**src/rtl/npu_result_drain_if.sv**
```systemverilog
// Result stream from the drain stage to the result sink.
// Pure wiring, no latency.
// Sink throttles the stream with out_ready; the source holds the word until it is accepted.
interface npu_result_drain_if #(
    parameter int DATA_W = 32,
    parameter int N      = 3
);
    localparam int IDX_W = (N * N > 1) ? $clog2(N * N) : 1;

    logic [DATA_W-1:0] out_data;
    logic [IDX_W-1:0]  out_idx;
    logic              out_valid;
    logic              out_ready;
    logic              out_last;

    modport master (
        output out_data,
        output out_idx,
        output out_valid,
        output out_last,
        input  out_ready
    );

    modport slave (
        input  out_data,
        input  out_idx,
        input  out_valid,
        input  out_last,
        output out_ready
    );
endinterface

```
**src/rtl/npu_result_drain.sv**
```systemverilog
// Snapshots the N*N accumulator words on a rising edge of done and streams them out in row-major order.
// Word 0 is presented the cycle after the trigger edge; one word per cycle while out_ready is high.
// out_ready low holds word/index/last stable; a trigger while draining is dropped and sets the sticky ovf flag.
module npu_result_drain #(
    parameter int DATA_W  = 32,
    parameter int N       = 3,
    parameter int RELU_EN = 0
) (
    input  logic                    clk,
    input  logic                    rst,
    input  logic                    done_i,
    input  logic [DATA_W*N*N-1:0]   c_flat_i,
    input  logic                    ovf_clr_i,
    output logic                    busy_o,
    output logic                    drain_done_o,
    output logic                    ovf_o,
    npu_result_drain_if.master      out_if
);
    localparam int NW    = N * N;
    localparam int IDX_W = (NW > 1) ? $clog2(NW) : 1;
    localparam logic [IDX_W-1:0] LAST_IDX = IDX_W'(NW - 1);

    typedef enum logic {
        IDLE  = 1'b0,
        DRAIN = 1'b1
    } state_t;

    state_t            state_q, state_d;
    logic [IDX_W-1:0]  idx_q, idx_d;
    logic              done_q;
    logic              ovf_q, ovf_d;
    logic              drain_done_q, drain_done_d;
    logic              load;
    logic [DATA_W-1:0] buf_q [NW];

    logic              trig;
    logic              xfer;
    logic [DATA_W-1:0] rd_word;
    logic [DATA_W-1:0] out_word;

    assign trig = done_i && !done_q;
    assign xfer = (state_q == DRAIN) && out_if.out_ready;

    // Next-state, index advance, capture strobe and flag updates.
    always_comb begin
        state_d      = state_q;
        idx_d        = idx_q;
        load         = 1'b0;
        drain_done_d = 1'b0;
        ovf_d        = ovf_q;
        case (state_q)
            IDLE: begin
                if (trig) begin
                    state_d = DRAIN;
                    idx_d   = '0;
                    load    = 1'b1;
                end
            end
            DRAIN: begin
                if (xfer) begin
                    if (idx_q == LAST_IDX) begin
                        state_d      = IDLE;
                        idx_d        = '0;
                        drain_done_d = 1'b1;
                    end else begin
                        idx_d = idx_q + 1'b1;
                    end
                end
            end
            default: begin
                state_d = IDLE;
                idx_d   = '0;
            end
        endcase
        // Clear first so that an overflowing trigger on the same edge wins.
        if (ovf_clr_i) begin
            ovf_d = 1'b0;
        end
        if (trig && (state_q == DRAIN)) begin
            ovf_d = 1'b1;
        end
    end

    // Control registers: state, read index, done edge history, flags.
    always_ff @(posedge clk or posedge rst) begin
        if (rst) begin
            state_q      <= IDLE;
            idx_q        <= '0;
            done_q       <= 1'b0;
            ovf_q        <= 1'b0;
            drain_done_q <= 1'b0;
        end else begin
            state_q      <= state_d;
            idx_q        <= idx_d;
            done_q       <= done_i;
            ovf_q        <= ovf_d;
            drain_done_q <= drain_done_d;
        end
    end

    // Snapshot buffer: loaded only on an accepted trigger so the array may keep changing afterwards.
    always_ff @(posedge clk or posedge rst) begin
        if (rst) begin
            for (int k = 0; k < NW; k++) begin
                buf_q[k] <= '0;
            end
        end else if (load) begin
            for (int k = 0; k < NW; k++) begin
                buf_q[k] <= c_flat_i[k*DATA_W +: DATA_W];
            end
        end
    end

    assign rd_word  = buf_q[idx_q];
    assign out_word = ((RELU_EN != 0) && rd_word[DATA_W-1]) ? '0 : rd_word;

    // Outputs are forced to zero outside DRAIN so the idle bus never shows stale data.
    assign out_if.out_valid = (state_q == DRAIN);
    assign out_if.out_data  = (state_q == DRAIN) ? out_word : '0;
    assign out_if.out_idx   = (state_q == DRAIN) ? idx_q : '0;
    assign out_if.out_last  = (state_q == DRAIN) && (idx_q == LAST_IDX);

    assign busy_o       = (state_q == DRAIN);
    assign drain_done_o = drain_done_q;
    assign ovf_o        = ovf_q;
endmodule
```
**src/flat_wrapper.sv**
```systemverilog
// flat-port wrapper written by rule: the top's interface ports become plain ports
module npu_result_drain_flat 
#(
    parameter int DATA_W  = 32,
    parameter int N       = 3,
    parameter int RELU_EN = 0
)
  (clk, rst, done_i, c_flat_i, ovf_clr_i, busy_o, drain_done_o, ovf_o, out_if_out_data, out_if_out_idx, out_if_out_valid, out_if_out_last, out_if_out_ready);
  npu_result_drain_if #(.DATA_W(DATA_W), .N(N)) out_if_i ();
  input  logic clk;
  input  logic rst;
  input  logic done_i;
  input  logic [DATA_W*N*N-1:0] c_flat_i;
  input  logic ovf_clr_i;
  output logic busy_o;
  output logic drain_done_o;
  output logic ovf_o;
  output wire logic [$bits(out_if_i.out_data)-1:0] out_if_out_data;
  output wire logic [$bits(out_if_i.out_idx)-1:0] out_if_out_idx;
  output wire logic [$bits(out_if_i.out_valid)-1:0] out_if_out_valid;
  output wire logic [$bits(out_if_i.out_last)-1:0] out_if_out_last;
  input wire logic [$bits(out_if_i.out_ready)-1:0] out_if_out_ready;
  assign out_if_out_data = out_if_i.out_data;
  assign out_if_out_idx = out_if_i.out_idx;
  assign out_if_out_valid = out_if_i.out_valid;
  assign out_if_out_last = out_if_i.out_last;
  assign out_if_i.out_ready = out_if_out_ready;
  npu_result_drain #(.DATA_W(DATA_W), .N(N), .RELU_EN(RELU_EN)) u_core (.clk(clk), .rst(rst), .done_i(done_i), .c_flat_i(c_flat_i), .ovf_clr_i(ovf_clr_i), .busy_o(busy_o), .drain_done_o(drain_done_o), .ovf_o(ovf_o), .out_if(out_if_i));
endmodule
```
**config.mk**
```make
export PLATFORM = sky130hd
export DESIGN_NAME = npu_result_drain_flat
export DESIGN_NICKNAME = d
export VERILOG_FILES = /design/src/rtl/npu_result_drain_if.sv /design/src/rtl/npu_result_drain.sv /design/src/flat_wrapper.sv
export SDC_FILE = /design/constraint.sdc
export NUM_CORES = 1
export LEC_CHECK = 0
export BUFFER_PORTS_ARGS = -buffer_cell sky130_fd_sc_hd__buf_2
export CAP_MARGIN = 30
export CORE_AREA = 2 2 215 164
export DETAILED_ROUTE_END_ITERATION = 6
export DIE_AREA = 0 0 217 166
export HOLD_SLACK_MARGIN = 0.1
export PLACE_DENSITY = 0.77
export SLEW_MARGIN = 20
export SYNTH_ARGS = -nofsm -noshare
export SYNTH_HDL_FRONTEND = slang
export SYNTH_SLANG_ARGS = --single-unit
```
**constraint.sdc**
```tcl
create_clock -name clk -period 19 [get_ports clk]
set_clock_uncertainty 0.15 [all_clocks]
set_input_delay 1.9 -clock clk [delete_from_list [all_inputs] [get_ports clk]]
set_output_delay 1.9 -clock clk [all_outputs]
set_load 0.005 [all_outputs]
```
# [Yosys cells after proc, flatten, opt, wreduce, memory -nomap -nowiden]
# Index checks and enable logic that the tools add are counted.
[totals] input_bits=293 regBits=296
[classes] magnitude_cmp=1 reduce_logical=7 bitwise=2 n_mux=19 addsub=1 n_eq_ne=3
[ops] operator="binary-select mux 32 bit (select 4 bit)" count=1
[ops] operator="two-way mux 32 bit" count=3
[ops] operator="two-way mux 4 bit" count=4
[ops] operator="two-way mux 1 bit" count=9
[ops] operator="case mux 4 bit (2 select lines)" count=1
[ops] operator=">= comparator 5 bit, second input constant" count=1
[ops] operator="NOT 4 -> 5 bit" count=1
[ops] operator="adder 4 x 1 -> 4 bit, second input constant" count=1
[ops] operator="equality test 4 bit, second input constant" count=1
[ops] operator="logical AND 1 bit" count=4
[ops] operator="inequality test 2 x 1 -> 1 bit, second input constant" count=1
[ops] operator="inequality test 2 bit, second input constant" count=1
[ops] operator="case mux 1 bit (2 select lines)" count=1
[ops] operator="AND reduction 2 bit" count=1
[ops] operator="nonzero test 2 bit" count=1
[ops] operator="logical NOT 1 bit" count=1
[ops] operator="NOT 1 bit" count=1

# [Depth between registers and ports, before layout]
# Gate-level depths: netlist of the first run.
[depth] depth_word=5 mapped_depth=7 ltp_nobuf=5

# [Worst setup path before layout of the first run]
# OpenSTA, ideal clock, no wires.
[synth_path] path_kind="reg-to-output" from="reg u_core.idx_q[0]" to="out out_if_out_data[17]" path_buffers=2 arrival_ns=1.459 path_stages_with_launch=6 slack_ns=15.491 required_ns=16.950 path_cell_list="dfrtp_1 buf_6 buf_6 mux4_1 o21ai_1 a21boi_1"
[synth_between] elab_chain_len=5
[synth_lines] element="start: declaration" line_no="npu_result_drain.sv:29" rtl="logic [IDX_W-1:0] idx_q, idx_d;"
[synth_lines] element="start signal: assignment" line_no="npu_result_drain.sv:94" rtl="idx_q <= idx_d;"
[synth_lines] element="NOT 4 -> 5 bit (implied by the code)" line_no="npu_result_drain.sv:114" rtl="assign rd_word = buf_q[idx_q];"
[synth_lines] element="binary-select mux 32 bit (select 4 bit)" line_no="npu_result_drain.sv:114"
[synth_lines] element="two-way mux 32 bit (implied by the code) (2 in series)" line_no="npu_result_drain.sv:114"
[synth_lines] element="two-way mux 32 bit" line_no="npu_result_drain.sv:119" rtl="assign out_if.out_data = (state_q == DRAIN) ? out_word : '0;"
[synth_lines] element="end: declaration" line_no="flat_wrapper.sv:18" rtl="output wire logic [$bits(out_if_i.out_data)-1:0] out_if_out_data;"
# No other way between the ends. The select of a mux whose other input is x is not followed.

# [Worst setup path in the final report of the first run]
[layout_path] from="reg u_core.idx_q[0]" to="out out_if_out_data[16]"
# The elaborated chain is that of the path after synthesis.

==> results of run 1 <==
registers in the layout, summed over array words and instances (netlist names):
name and cells:
u_core.buf_q 288, u_core.idx_q 4, u_core.busy_o 1, u_core.done_q 1, u_core.drain_done_o 1, u_core.ovf_o 1
layer usage:
metal / wire length, um / vias up / share of wire, % / GRT usage, %
met1: 19400 / 4574 / 50 / 33.6
li1: - / 4035 / - / -
met2: 15700 / 290 / 41 / 27.8
met4: 1030 / 8 / 2.7 / 7.50
met5: 56 / - / 0.14 / 0
met3: 2510 / 75 / 6.5 / 5.64
worst paths after layout:
check	to	slack (ps)	depth (start not counted)	from
setup / recovery	out_if_out_data[16]	13040	7	u_core.idx_q[0]
hold / removal	u_core.buf_q[241]	350	1	u_core.buf_q[241]
setup reg to reg	u_core.buf_q[248]	15120	7	u_core.busy_o
hold reg to reg	u_core.buf_q[241]	350	1	u_core.buf_q[241]
max in group asynchronous	u_core.buf_q[217]	15410	5	rst
min in group asynchronous	u_core.buf_q[153]	1300	2	rst
logic make-up after synthesis:
group / share of synthesized area, %
muxes: 37.2
DFF: 49.2
AOI/OAI and AO/OA: 4.86
buffers and inverters: 6.87
and+or+nand+nor: 1.70
adders and majority gates: 0.166
layout by cell type (no fill, tap or decap), types with 6 or more instances in the layout:
master and count:
mux2_4 250, a221oi_1 31, diode_2 9, buf_4 15, clkbuf_16 35, mux2_2 39, dfrtp_1 294, nand2_1 37
o21ai_1 31, mux4_1 10, clkbuf_8 6, mux2i_1 64, a21boi_1 31, buf_2 333, mux4_2 22, clkbuf_1 8
through the flow:
stage                     std cells  util, %  hold WS, ps
final                          1725     51.8          350
after CTS                      1714     51.6          353
after floorplan                 918        -          323
after global routing           1723     51.8          361
after global placement         1653     48.1          336
after detailed placement       1654     48.2          338
cell type report:
type,instances,area (um^2)
antenna,9,22.5
clock buffer,49,988
clock inverter,11,149
fill,2844,16400
inverter,5,26.3
multi-input combinational,546,6610
sequential,296,7410
tap,457,572
timing repair buffer,352,1880
where the power goes:
part	switching [W]	internal, W
clock network	0.000270	0.000404
registers	0.000228	0.000949
logic	0.000516	0.000758
worst max-delay path, cell delays in order (launching register included):
cell and delay [ps]:
dfrtp_4 780, buf_4 600, buf_4 680, mux2i_1 180
a221oi_1 480, o21ai_1 130, a21boi_1 280, buf_2 170
==> flow_summary.yaml, run 1 <==
clocking:
  cts_tree: "yes"
  cts-buffers-inserted: 34
  clk_latency_ps: 510
  htreeDepth: 2
  cts_sinks: 296
  cts_buffer_depth: 3
  cts_setup_buffers: 0
  clk_pin_slew_ps: 60
  cts-root-buf: "clkbuf_16"
  cts_hold_buf: 0
  cts.repair.resized: 0
logic_synthesis:
  syn-cell-area_um2: 15000
  ys_seq_area_share_pct: 49.2
  synth_cell_types: 37
  synthCells: 918
  synthMostInstantiatedCell: "dfrtp_1"
  synthTopCellsByCount: "dfrtp_1 (296), mux2_4 (250), mux2i_1 (64)"
  synth_seq_cells: 296
  synth_edf_count: 0
  synthArstFlopShare_pct: 100
  yosysTopAreaCellShare_pct: 49.2
  synth_area_leaders: "dfrtp_1 (49%), mux2_4 (25%), buf_12 (4.8%)"
  avgSynthCellArea_um2: 16.4
  syn_nets: 1213
  synth.largest_area_cell: "dfrtp_1"
  yosysWarnings: 0
  synthFlopType: "dfrtp_1"
routing:
  drtIter0Drc: 539
  drt-wirelength-per-cell_um: 22.4
  route.vias.total: 8982
  drc: 0
  drt_wl_total_um: 38700
  detail-route-antenna-nets: 0
  viasPerCell: 5.21
  detail_route.first_pass.iterations: 4
global_routing:
  antenna_found_initial: 14
  grtUsageTotal_pct: 21.3
  first_global_vias: 9458
  grt_pass1_wl_um: 58500
  grt_max_degree: 130
  grt.overflow.total: 0
worst_setup_path:
  end_kind: "output port"
  required_ps: 16950
  arrival_ps: 3910
  worst-path-max-fanout: 42
  crit_type: "register to output port"
  worstSetupStartpointType: "register"
timing:
  min_period_ps: 5960
  final_hold_viol_count: 0
  layout_setup_ws_ps: 13040
  drv_slew: 0
  rsz0062_at_grt: "no"
  slew_headroom_pct: 31.4
  tns_ps: 0
  fin_crit_sh_pct: 31.4
  fmax_ghz: 0.168
  setup_viol: 0
  worstMarginPinSlew_ps: 1030
floorplan:
  start_util_pct: 44.1
  rows: 59
  design.core.area_um2: 34100
  io-pin-count: 334
  die_x_um: 217
  dieArea_um2: 36000
  die_h_um: 166
job:
  drv_cap: 0
power_and_ir_drop:
  report.power.total_w: 0.00312
  powerDensity_nw_per_um2: 177
  ir_worst_vdd_mv: 0.104
  p_leak_nw: 8.30
place:
  dp_hpwl_um: 27300
  pre_cts_ws_ps: 13470
  dpl-instance-area_um2: 16400
  place_congestion: 0.867
  numPortBuffers: 333
outcome:
  status: "finished, final reports clean"
layout:
  nNetsFinal: 1530
  drive_gt1_share_pct: 57.2
  final_cell_area_um2: 17700
  area_delta_synth_final_pct: 17.4
hold_path:
  hold_class: "register to register"
Note: power is estimated with default switching activity, not from simulation.
==> inputs of run 2 (changes only) <==
Settings changed: PLACE_DENSITY 0.77 to 0.8.
Clock period 19 ns to 5.2 ns, I/O delays scaled along.
==> run 2 against run 1 <==
Effect of this change:
- sequential power grew to 3.8 times the previous value
- routed wire length is 20% higher
- critical path depth decreased by 1
- sequential share of layout area shrank 5.8 points
==> flow_summary.yaml, run 2 (synthesis results as in run 1) <==
worst_setup_path:
  cp_cell_sequence: "buf_4, and2_2, a221oi_1, o21ai_1, a21boi_1, buf_2"
  rr_startpoint: "u_core.busy_o"
  max_stage_delay_ps: 660
  worst-path-max-fanout: 33
  worstSetupStartpointType: "register"
  crit_path_start: "u_core.idx_q[2]"
  end_kind: "output port"
  arrival_ps: 3210
  crit_slowest_cell: "a221oi_1"
  required_ps: 4530
  crit_type: "register to output port"
timing:
  hold_slack_ps: 354
  worstMarginPinSlew_ps: 1070
  rsz0062_at_grt: "no"
  tns_ps: 0
  final_hold_viol_count: 0
  min_period_ps: 3880
  slew_headroom_pct: 28.4
  setup_viol: 0
  fin_crit_sh_pct: 74.6
  fmax_ghz: 0.258
  drv_slew: 0
  layout_setup_ws_ps: 1320
layout:
  largest_reg_flops: 288
  multi_input_area_um2: 6610
  layout_commonest_cell: "buf_2"
  utilization_pct: 60.1
  nNetsFinal: 1813
  area_delta_synth_final_pct: 36.3
  top_regs: "u_core.buf_q (288), u_core.idx_q (4)"
  mostFrequentLayoutCells: "buf_2 (333), dfrtp_1 (293), dlygate4sd3_1 (292)"
  fillCellCount: 2506
  drive_gt1_share_pct: 46.6
  largest-register: "u_core.buf_q"
  seq_area_um2: 7410
place:
  dp_hpwl_um: 28100
  place_congestion: 0.907
  numPortBuffers: 333
  pre_cts_ws_ps: 1960
clocking:
  cts_sinks: 296
  cts-buffers-inserted: 31
  cts-root-buf: "clkbuf_16"
  cts_buffer_depth: 3
  cts_tree: "yes"
  clk_latency_ps: 570
  htreeDepth: 1
  clk_pin_slew_ps: 60
routing:
  wl_met2_um: 20800
  met1_length_um: 21400
  drtIter0Drc: 813
  viasPerCell: 5.22
  drt-wirelength-per-cell_um: 23.3
  drt_wl_total_um: 46600
  detail_route.first_pass.iterations: 5
  detail-route-antenna-nets: 0
  route.vias.total: 10468
  wl_met3_um: 2910
  drc: 0
  dr.max_layer_used: "met5"
floorplan:
  start_util_pct: 44.1
  io-pin-count: 334
  die_h_um: 166
  rows: 59
  dieArea_um2: 36000
  die_x_um: 217
  design.core.area_um2: 34100
global_routing:
  antenna_found_initial: 5
  grt_pass1_wl_um: 70800
  grt_max_degree: 141
  first_global_vias: 11398
  grtUsageTotal_pct: 25.7
  grt.overflow.total: 0
hold_path:
  hold_class: "register to register"
  min_from: "u_core.buf_q[166]"
power_and_ir_drop:
  ir_worst_vdd_mv: 0.338
  p_leak_nw: 9.48
  powerDensity_nw_per_um2: 570
job:
  drv_cap: 0
outcome:
  status: "finished, final reports clean"
## run 2: cell count changes in the layout (fill, tap and decap cells not counted), sizes merged
cell and delta:
buf -6, bufinv +1, clkbuf -5, clkinv +3, clkinvlp -1, diode -4, dlygate4sd3 +292, inv -1
## run 2: routing by layer
| layer | vias to the layer above | track usage [%] |
|---|---|---|
| met5 | - | 0 |
| met4 | 2 | 7.59 |
| met3 | 103 | 5.00 |
| met2 | 454 | 38.6 |
| met1 | 5316 | 37.7 |
| li1 | 4593 | - |
## run 2: stage by stage
stage	area, um^2	power, W	instances
3_5_place_dp	16500	0.00895	1650
3_3_place_gp	16400	0.00879	1649
4_1_cts	20500	0.0116	1999
2_1_floorplan	15000	0.00758	918
5_1_grt	20500	0.0122	2003
6_report	20500	0.0117	2004
## run 2: critical path, delay by kind of cell (launching register included)
kind,cells,cell delay (ps)
AND/OR/NAND/NOR,1,470
AO/OA/AOI/OAI,3,1010
buffers and inverters,2,510
flip-flops,1,630
## run 2: final timing paths
check / to / slack [ps] / depth (start not counted)
max in group asynchronous: u_core.idx_q[0] / 3220 / 4
max reg2reg: u_core.buf_q[280] / 2140 / 5
min: u_core.buf_q[166] / 350 / 1
min reg2reg: u_core.buf_q[166] / 350 / 1
max: out_if_out_data[17] / 1320 / 6
min in group asynchronous: u_core.buf_q[145] / 420 / 3
## run 2: timing repair
| item | in CTS | in global routing |
|---|---|---|
| endpoints found under the setup margin | 0 | 0 |
| buffers inserted | 0 | 0 |
| endpoints found under the hold margin | 312 | 0 |
| resized for setup | 0 | 0 |
| hold buffers | 292 | 0 |
## run 2: area by class of cell
type,count,area share [%]
inverter,5,0.110
clock buffer,44,4.51
timing repair buffer,638,23.3
multi-input combinational,546,32.3
tap,457,2.79
antenna,5,0.0610
clock inverter,13,0.854
sequential,296,36.2
## run 2: report_power, final
part	internal [W]	leakage, nW	switching, W	total [W]
clock	0.00143	0.546	0.000954	0.00239
sequential	0.00347	3.53	0.000974	0.00444
combinational	0.00293	5.40	0.00193	0.00486
==> inputs of run 3 (changes only) <==
Settings changed: ABC_AREA set to 1, CORE_AREA 2 2 215 164 to 2 2 208 159, DIE_AREA 0 0 217 166 to 0 0 210 161, PLACE_DENSITY 0.8 to 0.78.
Clock period 5.2 ns to 4.1 ns, I/O delays scaled along.
==> run 3 against run 2 <==
Effect of this change:
- the flow now finishes with violations (design-rule violations)
- sequential share of layout area increased by 0.65 points
- first-iteration DRC count increased by 110%
- routed wire length increased by 13%
- setup slack got worse by 770 ps
- clock-buffer cell count unchanged
- flip-flop and latch count unchanged
- global-route usage increased by 5.3 points
- die area decreased by 6.1%
- largest power group unchanged
- sequential power increased by 13%
- synthesized area decreased by 5.8%
- critical path depth increased by 2
==> flow_summary.yaml, run 3 <==
timing:
  fin_crit_sh_pct: 86.5
  fmax_ghz: 0.282
  slew_headroom_pct: 39.9
  min_period_ps: 3550
  tns_ps: 0
  layout_setup_ws_ps: 555
  final_hold_viol_count: 0
  setup_viol: 0
  worstMarginPinSlew_ps: 895
  rsz0062_at_grt: "no"
  drv_slew: 0
layout:
  mostFrequentLayoutCells: "buf_2 (333), nand2_1 (294), dfrtp_1 (293)"
  multi_input_area_um2: 5300
  drive_gt1_share_pct: 19.2
  seq_area_um2: 7420
  area_delta_synth_final_pct: 42.2
  largest-register: "u_core.buf_q"
  utilization_pct: 63.2
  top_regs: "u_core.buf_q (288), u_core.idx_q (4)"
  layout_commonest_cell: "buf_2"
  final_cell_area_um2: 20200
  nNetsFinal: 2630
  stdcell_count: 2778
  largest_reg_flops: 288
  fillCellCount: 2425
place:
  dp_hpwl_um: 30600
  placed_cells: 2423
  place_congestion: 0.882
  pre_cts_ws_ps: 1190
  numPortBuffers: 333
  dpl-instance-area_um2: 16200
worst_setup_path:
  rr_startpoint: "u_core.busy_o"
  r2r_end: "u_core.buf_q[104]"
  worstSetupStartpointType: "register"
  r2r_cells: 6
  crit_path_end: "out_if_out_data[28]"
  end_kind: "output port"
  rrSetupSlack_ps: 1260
  worst-path-max-fanout: 102
  crit_type: "register to output port"
  required_ps: 3540
  crit_path_start: "u_core.idx_q[0]"
  arrival_ps: 2990
routing:
  drtIter0Drc: 1704
  detail_route.first_pass.iterations: 7
  drc: 21
  viasPerCell: 5.31
  drt-wirelength-per-cell_um: 19.0
  detail-route-antenna-nets: 0
  drt_wl_total_um: 52800
  route.vias.total: 14765
floorplan:
  rows: 57
  start_util_pct: 44.4
  dieArea_um2: 33800
  die_x_um: 210
  design.core.area_um2: 31900
  io-pin-count: 334
  die_h_um: 161
logic_synthesis:
  syn-cell-area_um2: 14200
  ys_seq_area_share_pct: 52.3
  synthTopCellsByCount: "dfrtp_1 (296), nand2_1 (294), nor2_1 (290)"
  synth_cell_types: 23
  synthArstFlopShare_pct: 100
  yosysWarnings: 0
  avgSynthCellArea_um2: 8.04
  synth_area_leaders: "dfrtp_1 (52%), a21oi_1 (9.0%), nand2_1 (7.8%)"
  synthCells: 1763
  synth_edf_count: 0
  synthFlopType: "dfrtp_1"
  synthMostInstantiatedCell: "dfrtp_1"
  synth.largest_area_cell: "dfrtp_1"
  yosysTopAreaCellShare_pct: 52.3
  syn_nets: 2058
  synth_seq_cells: 296
clocking:
  clk_pin_slew_ps: 60
  cts_sinks: 296
  clk_latency_ps: 570
  cts-root-buf: "clkbuf_16"
  cts_tree: "yes"
  cts-buffers-inserted: 31
  cts_buffer_depth: 3
  htreeDepth: 1
outcome:
  violations: "design-rule violations"
  status: "complete, but fails checks"
job:
  drv_cap: 0
power_and_ir_drop:
  powerDensity_nw_per_um2: 675
  p_leak_nw: 10.4
  ir_worst_vdd_mv: 0.468
hold_path:
  hold_class: "input pin to asynchronous set/reset pin"
global_routing:
  grt.overflow.total: 0
  antenna_found_initial: 6
  grtUsageTotal_pct: 30.9
  first_global_vias: 15306
  grt_pass1_wl_um: 81500
  grt_max_degree: 103
## run 3: cell types whose count changed after synthesis, sizes merged, moves of 6 or more
cell / change
nor2: +288
nand2: +257
a21oi: +253
inv: +229
mux2: -225
nand3: +197
mux2i: -64
buf: +41
mux4: -32
o21ai: -32
a21boi: -31
a221oi: -31
clkbuf: +6
## run 3: area by class of cell
| cell class | count | area share, % |
|---|---|---|
| sequential | 296 | 36.8 |
| multi-input combinational | 1114 | 26.3 |
| timing repair buffer | 656 | 24.7 |
| clock buffer | 44 | 4.44 |
| inverter | 236 | 4.44 |
| tap | 413 | 2.56 |
| clock inverter | 13 | 0.733 |
| antenna | 6 | 0.0745 |
## run 3: kinds of logic (layout without fill, tap and decap cells)
family	after synthesis	count (layout)	synth area share (%)
other	0	6	0
flip-flops	296	296	52.3
buffers and inverters	353	949	10.4
XOR/XNOR	2	2	0.124
AND/OR/NAND/NOR	784	784	22.7
AO/OA/AOI/OAI	262	262	9.27
adder cells (fa/ha/maj)	2	2	0.177
multiplexers	64	64	5.09
## run 3: worst min path at each step
| stage | end | slack, ps | startpoint |
|---|---|---|---|
| 2_1_floorplan | u_core.done_q | 290 | done_i |
| 3_3_place_gp | u_core.buf_q[3] | 320 | u_core.buf_q[3] |
| 3_5_place_dp | u_core.buf_q[28] | 330 | u_core.buf_q[28] |
| 4_1_cts | u_core.buf_q[150] | 280 | rst |
| 5_1_grt | u_core.buf_q[116] | 340 | rst |
| 6_report | u_core.buf_q[150] | 330 | rst |
## run 3: metal layers
layer	GRT usage, %	wire (um)	up-vias
met5	0	13	-
met4	16.9	2970	2
met3	6.69	4420	217
met2	53.7	25900	913
met1	35.9	19500	6953
li1	-	-	6680
## run 3: power by group
| part | switching [W] | leakage [nW] | internal [W] |
|---|---|---|---|
| clock network | 0.00120 | 0.510 | 0.00170 |
| registers | 0.000763 | 3.27 | 0.00426 |
| logic | 0.00354 | 6.61 | 0.00213 |
## run 3: critical path, stage by stage, from the launching register on
cell and delay (ps):
dfrtp_4 910, buf_12 390, nor2_1 120, nor2_1 110, nand2_1 60, nand3_1 80
nand3_1 90, a21oi_1 280, buf_2 170
## run 3: what timing repair did
| action | in CTS | in global routing |
|---|---|---|
| setup buffers | 0 | 0 |
| hold endpoints to repair | 328 | 0 |
| hold buffers | 292 | 0 |
| gates resized for setup | 0 | 0 |
## run 3: metrics by stage
step | total power, W | hold WS [ps]
4_1_cts | 0.0134 | 284
3_5_place_dp | 0.0102 | 331
3_3_place_gp | 0.0100 | 323
6_report | 0.0136 | 330
2_1_floorplan | 0.00836 | 291
5_1_grt | 0.0144 | 337
